$ cat src/rtl/bit_serial_subtractor.sv
// Bit-serial subtractor: diff = a - b - bin, one bit per clock, LSB first,
// built from a single full-subtractor cell and a borrow flop.
module bit_serial_subtractor #(
  parameter int WIDTH = 8,
  parameter int CW    = 4
) (
  input  logic             clk,
  input  logic             rst,
  input  logic             start,
  input  logic [WIDTH-1:0] a,
  input  logic [WIDTH-1:0] b,
  input  logic             bin,
  output logic             busy,
  output logic             done,
  output logic [WIDTH-1:0] diff,
  output logic             bout,
  output logic             ovf
);

  typedef enum logic [1:0] {S_IDLE, S_RUN, S_DONE} state_t;

  state_t           r_state, w_next;
  logic [WIDTH-1:0] r_a, r_b, r_res;
  logic             r_br;
  logic [CW-1:0]    r_cnt;

  logic w_ai, w_bi, w_d, w_br_next, w_last;

  assign w_ai      = r_a[0];
  assign w_bi      = r_b[0];
  assign w_d       = w_ai ^ w_bi ^ r_br;
  assign w_br_next = (~w_ai & w_bi) | (~(w_ai ^ w_bi) & r_br);
  assign w_last    = (r_cnt == CW'(WIDTH-1));

  always_ff @(posedge clk or posedge rst) begin
    if (rst) r_state <= S_IDLE;
    else     r_state <= w_next;
  end

  always_comb begin
    w_next = r_state;
    case (r_state)
      S_IDLE:  if (start)  w_next = S_RUN;
      S_RUN:   if (w_last) w_next = S_DONE;
      S_DONE:  w_next = S_IDLE;
      default: w_next = S_IDLE;
    endcase
  end

  always_ff @(posedge clk or posedge rst) begin
    if (rst) begin
      r_a   <= '0;
      r_b   <= '0;
      r_res <= '0;
      r_br  <= 1'b0;
      r_cnt <= '0;
      busy  <= 1'b0;
      done  <= 1'b0;
      diff  <= '0;
      bout  <= 1'b0;
      ovf   <= 1'b0;
    end else begin
      case (r_state)
        S_IDLE: if (start) begin
          r_a   <= a;
          r_b   <= b;
          r_br  <= bin;
          r_cnt <= '0;
          busy  <= 1'b1;
        end
        S_RUN: begin
          r_a   <= r_a >> 1;
          r_b   <= r_b >> 1;
          r_res <= {w_d, r_res[WIDTH-1:1]};
          r_br  <= w_br_next;
          r_cnt <= r_cnt + 1'b1;
          // On the final bit the operand LSBs are the captured sign bits.
          if (w_last) begin
            diff <= {w_d, r_res[WIDTH-1:1]};
            bout <= w_br_next;
            ovf  <= (w_ai ^ w_bi) & (w_d ^ w_ai);
            done <= 1'b1;
            busy <= 1'b0;
          end
        end
        S_DONE:  done <= 1'b0;
        default: ;
      endcase
    end
  end

endmodule

$ cat config.mk
export PLATFORM = sky130hd
export DESIGN_NAME = bit_serial_subtractor
export DESIGN_NICKNAME = d
export VERILOG_FILES = /design/src/rtl/bit_serial_subtractor.sv
export SDC_FILE = /design/constraint.sdc
export NUM_CORES = 1
export LEC_CHECK = 0
export BUFFER_PORTS_ARGS = -buffer_cell sky130_fd_sc_hd__buf_2
export CAP_MARGIN = 10
export CELL_PAD_IN_SITES_DETAIL_PLACEMENT = 2
export CELL_PAD_IN_SITES_GLOBAL_PLACEMENT = 2
export CORE_ASPECT_RATIO = 1.2
export CORE_MARGIN = 5
export CORE_UTILIZATION = 39
export CTS_CLUSTER_SIZE = 28
export DETAILED_ROUTE_END_ITERATION = 16
export GPL_ROUTABILITY_DRIVEN = 1
export GPL_TIMING_DRIVEN = 0
export PLACE_DENSITY_LB_ADDON = 0.1
export SETUP_SLACK_MARGIN = 0.4
export SLEW_MARGIN = 20
export SYNTH_ARGS = -nofsm -noshare
export SYNTH_HDL_FRONTEND = slang
export SYNTH_SLANG_ARGS = --single-unit
$ cat constraint.sdc
create_clock -name clk -period 2.5 [get_ports clk]
set_clock_uncertainty 0.15 [all_clocks]
set_input_delay 0.375 -clock clk [delete_from_list [all_inputs] [get_ports clk]]
set_output_delay 0.375 -clock clk [all_outputs]
set_load 0.005 [all_outputs]
; After elaboration in Yosys (flattened, before gate mapping)
; Index checks and enable logic that the tools add are counted.
[classes]
muxes = 16
n_reduce_logical = 8
n_bitwise = 9
n_addsub = 1
n_eq_ne = 5
[ops]
columns = op, count
row1 = 8-bit case mux with 2 select lines, 2
row2 = 8-bit 2-to-1 mux, 2
row3 = 4-bit case mux with 2 select lines, 1
row4 = 2-bit AND reduction, 4
row5 = 1-bit case mux with 2 select lines, 3
row6 = 4-bit by 1-bit adder with 4-bit output (second input constant), 1
row7 = 4-bit by 3-bit equality test with 1-bit output (second input constant), 1
row8 = 1-bit 2-to-1 mux, 4
row9 = 2-bit 2-to-1 mux, 2
row10 = 4-bit 2-to-1 mux, 1
row11 = 2-bit inequality test (second input constant), 2
row12 = 2-bit case mux with 2 select lines, 1
row13 = 2-bit nonzero test, 2
row14 = 1-bit AND, 3
row15 = 3-bit AND reduction, 1
row16 = 1-bit bitwise XOR, 3
row17 = 2-bit by 1-bit equality test with 1-bit output (second input constant), 1
row18 = 2-bit equality test (second input constant), 1
row19 = 2-bit logical NOT, 1
row20 = 1-bit NOT, 2
row21 = 1-bit bitwise OR, 1
[word_totals]
register_bits = 43
out_inout_bits = 12
wordCells = 50
inputBits = 20

; Longest topological paths before layout
; Gate-level depths: netlist (run 1).
[logic_depth]
ltp_word = 5
mapped_depth = 6
mapped_depth_nobuf = 4

; Worst setup path after synthesis (run 1)
; Ideal clock, no wire load.
[synth_timing]
kind = register -> register
from = register r_a[0]
to = register ovf
path_slack_ps = 942
arrival_time_ps = 1298
path_buffers = 0
stages_incl_launch_ff = 5
required_time_ps = 2240
path_cell_list = dfrtp_1 inv_1 fa_1 xor2_1 o41ai_1
[synth_between]
elab_chain_len = 4
[synth_lines]
columns = element, line
row1 = start: declaration, 23  ; logic [WIDTH-1:0] r_a, r_b, r_res;
row2 = start signal: assignment, 72  ; r_a <= r_a >> 1;
row3 = 1-bit bitwise XOR, "31, 81"
row4 = 1-bit bitwise XOR, 31  ; assign w_d = w_ai ^ w_bi ^ r_br;
row5 = 1-bit bitwise XOR, 81  ; ovf <= (w_ai ^ w_bi) & (w_d ^ w_ai);
row6 = 1-bit AND (*), 81
row7 = end signal: assignment, 81
row8 = end: declaration, 17  ; output logic ovf
; Every way passes the cells marked *; elsewhere a longest branch is shown, timed or not.
; A chain may end at the register's enable or synchronous reset.

; Final worst setup path (run 1)
[layout_timing]
from = register r_cnt[0]
to = register diff[0]
[layout_between]
elab_chain_len = 2
[layout_lines]
columns = element, line
row1 = start: declaration, 25  ; logic [CW-1:0] r_cnt;
row2 = start signal: assignment, 76  ; r_cnt <= r_cnt + 1'b1;
row3 = 4-bit by 3-bit equality test with 1-bit output, 33  ; assign w_last = (r_cnt == CW'(WIDTH-1));
row4 = 2-bit AND reduction (no line), --
row5 = end signal: assignment, 79  ; diff <= {w_d, r_res[WIDTH-1:1]};
row6 = end: declaration, 15  ; output logic [WIDTH-1:0] diff,
; Every way passes these cells.

==> results of run 1 <==
-- synth_stat cells --
library cell	number	area share, %
dfrtp_1	42	57
nand2_1	36	7.3
o21ai_0	20	5.4
mux2i_1	16	8.6
mux2_2	8	4.9
a22o_1	4	1.9
buf_2	3	0.81
buf_6	3	1.8
inv_1	3	0.61
nand3_1	3	0.81
buf_4	2	0.81
ha_1	2	1.3
nand2b_1	2	0.67
nor2b_1	2	0.67
o21ai_1	2	0.54
clkbuf_2	1	0.27
fa_1	1	1.1
nand2b_2	1	0.47
nand4b_4	1	1.3
nor2_8	1	1.1
nor3b_1	1	0.40
o21bai_4	1	1.0
o31ai_1	1	0.40
o41ai_1	1	0.47
or3_1	1	0.34
xor2_1	1	0.47
-- power groups by stage --
stage,Sequential (mW),Clock [mW],Combinational [mW]
after floorplan,1.14,0,0.742
after global placement,1.15,0,0.990
after detailed placement,1.19,0,1.08
after CTS,1.18,0.446,1.09
after global routing,1.22,0.478,1.19
final,1.17,0.431,1.05
-- registers in the layout, indices dropped and copies added (netlist names), 2 cells and up --
signal   count
r_cnt        4
r_a          8
r_b          8
r_res        7
diff         8
r_state      2
-- critical path, delay by kind of cell, from the launching register on --
| kind | cells | cell delay (ns) |
|---|---|---|
| flops | 1 | 0.41 |
| fa+ha+maj | 1 | 0.29 |
| simple gates | 2 | 0.47 |
| mux | 1 | 0.36 |
-- worst paths after layout --
path                               start  endpoint  slack [ns]  cells past startpoint
min in group asynchronous            rst    r_b[5]        0.47                      3
max in group asynchronous            rst    r_a[3]        1.26                      4
worst min register to register    r_a[1]    r_a[1]        0.34                      2
worst min-delay path                b[7]    r_b[7]        0.16                      2
worst max-delay path            r_cnt[0]   diff[0]        0.69                      4
worst max register to register  r_cnt[0]   diff[0]        0.69                      4
-- cells by family (layout without fill, tap and decap cells) --
logic type / Yosys count / in the layout
AOI/OAI and AO/OA: 29 / 29
xor gates and xnor gates: 1 / 1
adders and majority gates: 3 / 3
buffers and inverters: 12 / 51
DFF: 42 / 42
muxes: 24 / 24
and+or+nand+nor: 48 / 48
-- layout by cell type, fill, tap and decap left out, types with 3 or more instances in the layout --
| cell type | n |
|---|---|
| mux2_2 | 8 |
| nand2_1 | 36 |
| dfrtp_1 | 42 |
| nand3_1 | 3 |
| clkbuf_8 | 6 |
| o21ai_0 | 20 |
| mux2i_1 | 16 |
| buf_6 | 3 |
| a22o_1 | 4 |
| buf_2 | 34 |
-- cell type report --
cell class	count	area, um^2
multi-input combinational	105	725.7
sequential	42	1051
clock buffer	6	82.58
timing repair buffer	33	185.2
inverter	3	11.26
fill	505	2397
buffer	9	68.82
tap	58	72.57
-- layer usage --
metal | vias to the layer above | track usage [%] | wire (um)
met5 | - | 0 | 0
met4 | 0 | 6.208 | 80
met3 | 7 | 4.220 | 194
met2 | 32 | 31.49 | 2531
met1 | 659 | 17.01 | 1715
li1 | 613 | - | -
-- stage by stage --
step / hold WS [ns] / worst slack [ns] / utilization, % / instances / power, mW
6_report: 0.1554 / 0.6918 / 47.82 / 256 / 2.657
5_1_grt: 0.1457 / 0.5842 / 47.82 / 256 / 2.884
4_1_cts: 0.1500 / 0.6686 / 47.82 / 256 / 2.713
3_5_place_dp: 0.2111 / 0.6894 / 45.81 / 249 / 2.267
3_3_place_gp: 0.3084 / 0.4638 / 45.37 / 248 / 2.143
2_1_floorplan: 0.2902 / 0.9418 / - / 159 / 1.883
-- what timing repair did --
item | CTS | global route
endpoints found under the hold margin | 13 | 0
hold buffers | 1 | 0
gates resized for setup | 0 | 0
==> impl_results.md, run 1 <==
* Period utilisation layout at 72.33%
* Initial antenna violation count at 0
* Max stage delay cell, worst path: dfrtp_1
* Slew margin rel. at 73.33%
* Multiplexer share of the synthesized area at a little over an eighth
* Post-Route Setup TNS at 0 ns
* WP data required at ~2.5 ns
* Post-CTS setup buffer count at 0
* Die H at 85.59 um
* IO Port Bufs at 31
* Flops & latches, synth at 42
* Vias in the first global route at 1,628
* Longest Clk Path Bufs at 2
* Std-Cell Rows at 27
* Post-DP HPWL at 3407 um
* Seq pwr share at 44.2%
* First-pass GRT wire length at 7831 um
* Int Power at 1.687 mW
* Core area at 0.004594 mm^2
* Synth Area in XOR/XNOR at 0.4717%
* Clock sink count at 42
* Leakage at 1.045 nW
* Worst-path maximum fanout at 9
* Post-synthesis adder-cell area fraction at 2.426%
* Synth Area in Compound Gates at under 10%
* Fmax at 0.5530 GHz
* Seq/Total Area, Yosys at 56.60%
* Wire length per cell after detailed routing at around 18 um
* Die area at 0.006246 mm^2
* Cell Chain, Critical Path: ha_1 -> nand4b_4 -> nor2_8 -> mux2_2
* Worst path arrival time at approximately 1.8 ns
* Max-Cap Viols at 0
* Remaining antenna violation count at 0
* Global Route Usage Sum at 16.64%
* Yosys warnings at 0
* Finished Cell Area at 0.002197 mm^2
* Hold Path Class: input port to flop
* RSZ-0062 raised after global routing: false
* Worst path max stage delay at 0.41 ns
* Worst-path clk slew at 0.08 ns
* Routed WL at 4522 um
* Sw Ratio at a little over a third
* Synth Area in Simple Gates at 13.01%
* DRC Markers at 0
* Logic pwr share at 39.6%
* I/O pin count at 32
* Largest net degree at the start of global routing at 30
* Syn_area_per_cell at 11.68 um^2
* Max VDD drop at just over 0.4 mV
* Psw at ~970 uW
* Layout cells sized above 1 at 30.30%
* CTS tree: done
* Number of diodes at 0
* Worst setup SP type: flop
* Via density per instance at approximately 5.1
* Largest family of logic cells by synthesized area: multiplexers
* Layout area overhead at 18.33%
* Yosys cell types at 26
* Slew @ Worst Pin at ~0.4 ns
* H-tree depth at 2
* Setup-failing EPs final at 0
* GP Congestion at between 0.7 and 0.8
* Slew Limit Fails at 0
* CP Capture Type: flop
* Number of nets in the layout at approximately 220
* DR iter-0 viols at 46
* Outcome: complete, no violations
* Initial Util at 40.41%
* Clk_lat worst skew at approximately 0.29 ns
* Final Critical Period at 1.808 ns
* Inserted Clock Buffers at 5
* Synthesized instance count at 159
* Routed via count at 1,311
* Placed Area at 0.002105 mm^2
* Drt pass-1 iters at 4
* Critical path class: flop to flop
* Root Buffer: clkbuf_8
* Power share of the clock group at 16.2%
* GRT Residual Overflow at 0
* Syn Nets at approximately 180
* Post-Synthesis Cell Area at 0.001857 mm^2
* Die Width at ~73 um
* Power Dens Cells at about 1200 mW/mm^2
* Final hold violations at 0
Note: power is estimated with default switching activity, not from simulation.
==> run 2, diff against run 1 <==
--- a/config.mk
+++ b/config.mk
@@ -11,7 +11,7 @@
 export CELL_PAD_IN_SITES_GLOBAL_PLACEMENT = 2
 export CORE_ASPECT_RATIO = 1.2
 export CORE_MARGIN = 5
-export CORE_UTILIZATION = 39
+export CORE_UTILIZATION = 36
 export CTS_CLUSTER_SIZE = 28
 export DETAILED_ROUTE_END_ITERATION = 16
 export GPL_ROUTABILITY_DRIVEN = 1
==> constraint.sdc (replaced) <==
create_clock -name clk -period 1.69 [get_ports clk]
set_clock_uncertainty 0.15 [all_clocks]
set_input_delay 0.2535 -clock clk [delete_from_list [all_inputs] [get_ports clk]]
set_output_delay 0.2535 -clock clk [all_outputs]
set_load 0.005 [all_outputs]
==> run 2 against run 1 <==
The run now ends with hold timing, setup timing left. Sequential share of layout area fell by 13 points. Critical path depth stayed put. Critical path type unchanged. Sequential power rose by 63%.
==> impl_results.md, run 2 (synthesis results as in run 1) <==
* Largest net degree at the start of global routing at 43 (was 30)
* Max VDD drop at 0.9524 mV (was 0.4056 mV)
* Clk_lat worst skew at 0.31 ns (was 0.29 ns)
* Worst setup SP type: flop (unchanged)
* Core area at 0.004975 mm^2 (was 0.004594 mm^2)
* First-pass GRT wire length at 10,240 um (was 7831 um)
* IO Port Bufs at 31 (unchanged)
* GRT Residual Overflow at 0 (unchanged)
* Sw Ratio at 40.04% (was 36.51%)
* Power Total at 6.369 mW (was 2.657 mW)
* Final Critical Period at 1.717 ns (was 1.808 ns)
* Seq pwr share at 30.0% (was 44.2%)
* Vias in the first global route at 1,791 (was 1,628)
* Max-Cap Viols at 0 (unchanged)
* Period utilisation layout at 101.6% (was 72.33%)
* Initial antenna violation count at 0 (unchanged)
* WP data required at 1.73 ns (was 2.52 ns)
* Critical path class: flop to flop (unchanged)
* Outcome: finished, violations left (was complete, no violations)
* Worst-path maximum fanout at 2 (was 9)
* Int Power at 3.819 mW (was 1.687 mW)
* Die H at 88.67 um (was 85.59 um)
* Leakage at 1.498 nW (was 1.045 nW)
* Global Route Usage Sum at 21.49% (was 16.64%)
* Layout area overhead at 63.88% (was 18.33%)
* Cell Chain, Critical Path: inv_2 -> fa_1 -> xor2_1 -> o41ai_1 (was ha_1 -> nand4b_4 -> nor2_8 -> mux2_2)
* Max stage delay cell, worst path: fa_1 (was dfrtp_1)
* Slew @ Worst Pin at 0.9309 ns (was 0.3992 ns)
* Worst path max stage delay at 0.52 ns (was 0.41 ns)
* Power Dens Cells at 2093 mW/mm^2 (was 1209 mW/mm^2)
* Post-Route Setup TNS at -0.02730 ns (was 0 ns)
* Final hold violations at 42 (was 0)
* Slew margin rel. at 37.81% (was 73.33%)
* Worst-path clk slew at 0.09 ns (was 0.08 ns)
* H-tree depth at 2 (unchanged)
* GP Congestion at 0.7143 (was 0.7307)
* DRC Markers at 0 (unchanged)
* Top Registers: diff x8, r_a x8, r_b x8 (unchanged)
* Post-CTS Hold Fix Bufs at 0 (was 1)
* Routed via count at 1,595 (was 1,311)
* Die area at 0.006700 mm^2 (was 0.006246 mm^2)
* Power share of the clock group at 12.8% (was 16.2%)
* Via density per instance at 5.352 (was 5.121)
* Failing checks: hold timing, setup timing
* Root Buffer: clkbuf_8 (unchanged)
* Min Hold Slack at -0.02232 ns (was 0.1554 ns)
* Clock sink count at 42 (unchanged)
* Fin worst setup slack at -0.02730 ns (was 0.6918 ns)
* Inserted Clock Buffers at 5 (unchanged)
* Most common cell after layout, fill and taps aside: dfrtp_1 (unchanged)
* Std-Cell Rows at 28 (was 27)
* CTS tree: done (unchanged)
* Worst path arrival time at 1.76 ns (was 1.83 ns)
* Initial Util at 37.32% (was 40.41%)
* DR iter-0 viols at 45 (was 46)
* Logic pwr share at 57.2% (was 39.6%)
* Slew Limit Fails at 0 (unchanged)
* Post-DP HPWL at 3075 um (was 3407 um)
* Drt pass-1 iters at 4 (unchanged)
* Setup-failing EPs final at 1 (was 0)
* I/O pin count at 32 (unchanged)
* Hold Path Class: input port to asynchronous set/reset pin (was input port to flop)
* CP Capture Type: flop (unchanged)
* Psw at 2.550 mW (was 970.3 uW)
* Finished Core Util at 61.17% (was 47.82%)
* Longest Clk Path Bufs at 2 (unchanged)
* Wire length per cell after detailed routing at 28.30 um (was 17.66 um)
* Number of nets in the layout at 260 (was 222)
* Layout cells sized above 1 at 63.87% (was 30.30%)
* Fmax at 0.5823 GHz (was 0.5530 GHz)
* Routed WL at 8434 um (was 4522 um)
* Most frequent cells in the layout: 41 x dfrtp_1, 31 x buf_2, 21 x buf_4 (was 42 x dfrtp_1, 36 x nand2_1, 34 x buf_2)
* Fill cells at 439 (was 505)
* Number of diodes at 0 (unchanged)
* Die Width at 75.56 um (was 72.99 um)
* RSZ-0062 raised after global routing: true (was false)
* Remaining antenna violation count at 0 (unchanged)
==> run 2: changes by cell type in the layout (fill, tap and decap cells not counted), moves of 9 or more <==
cell,change
o21ai_0,-17
o21ai_2,+13
buf_4,+19
nand2_1,-23
nand2_4,+12
buf_8,+9
nand2_2,+11
==> run 2: per-stage QoR <==
stage / instances / worst slack [ns] / instance area (um^2)
2_1_floorplan: 159 / 0.1759 / 1886
3_3_place_gp: 250 / 0.03066 / 2116
3_5_place_dp: 250 / -0.02125 / 2116
4_1_cts: 286 / 0.1042 / 2663
5_1_grt: 298 / -0.08034 / 3043
6_report: 298 / -0.02730 / 3043
==> run 2: path summary, 6_finish.rpt <==
| check | depth (start not counted) | end | slack, ns | startpoint |
|---|---|---|---|---|
| worst min register to register | 2 | r_a[4] | 0.36 | r_a[4] |
| max in group asynchronous | 2 | r_cnt[3] | 0.86 | rst |
| worst max register to register | 4 | ovf | -0.03 | r_a[0] |
| worst min-delay path | 2 | r_res[2] | -0.02 | rst |
| min in group clk | 2 | r_a[7] | 0.04 | a[7] |
| worst max-delay path | 4 | ovf | -0.03 | r_a[0] |
==> run 2: layer usage <==
metal  GRT usage, %  up-vias  routed length [um]
met5              0        -                   0
met4          5.882        0                 388
met3          2.841       25                 278
met2          41.24       54                4583
met1          24.20      817                3184
li1               -      699                   -
==> run 2: power by group through the flow <==
stage	Clock (mW)	Combinational [mW]	Sequential, mW
2_1_floorplan	0	1.17	1.70
3_3_place_gp	0	1.54	1.73
3_5_place_dp	0	1.63	1.77
4_1_cts	0.820	2.55	1.74
5_1_grt	0.884	3.84	1.95
6_report	0.814	3.64	1.91
==> run 2: cell type report <==
type	instances	area, um^2	area share [%]
plain buffers	9	128.9	4.235
clock buffers	7	76.32	2.508
clock inverters	1	30.03	0.9868
inverters	3	15.01	0.4934
multi-input cells	106	1049	34.46
flip-flops and latches	42	1052	34.58
well taps	60	75.07	2.467
repair buffers	70	616.8	20.27
==> run 2: critical path: cells and delay by family (launching register included) <==
kind	cells	cell delay, ns
flops	1	0.42
compound gates	1	0.27
xor+xnor	1	0.19
fa+ha+maj	1	0.52
buf+inv	1	0.06
==> run 2: repair_timing <==
action,in CTS,in global routing
pin swaps,16,28
gates cloned,6,1
buffers inserted,22,11
resized for setup,45,73
endpoints found under the setup margin,34,42
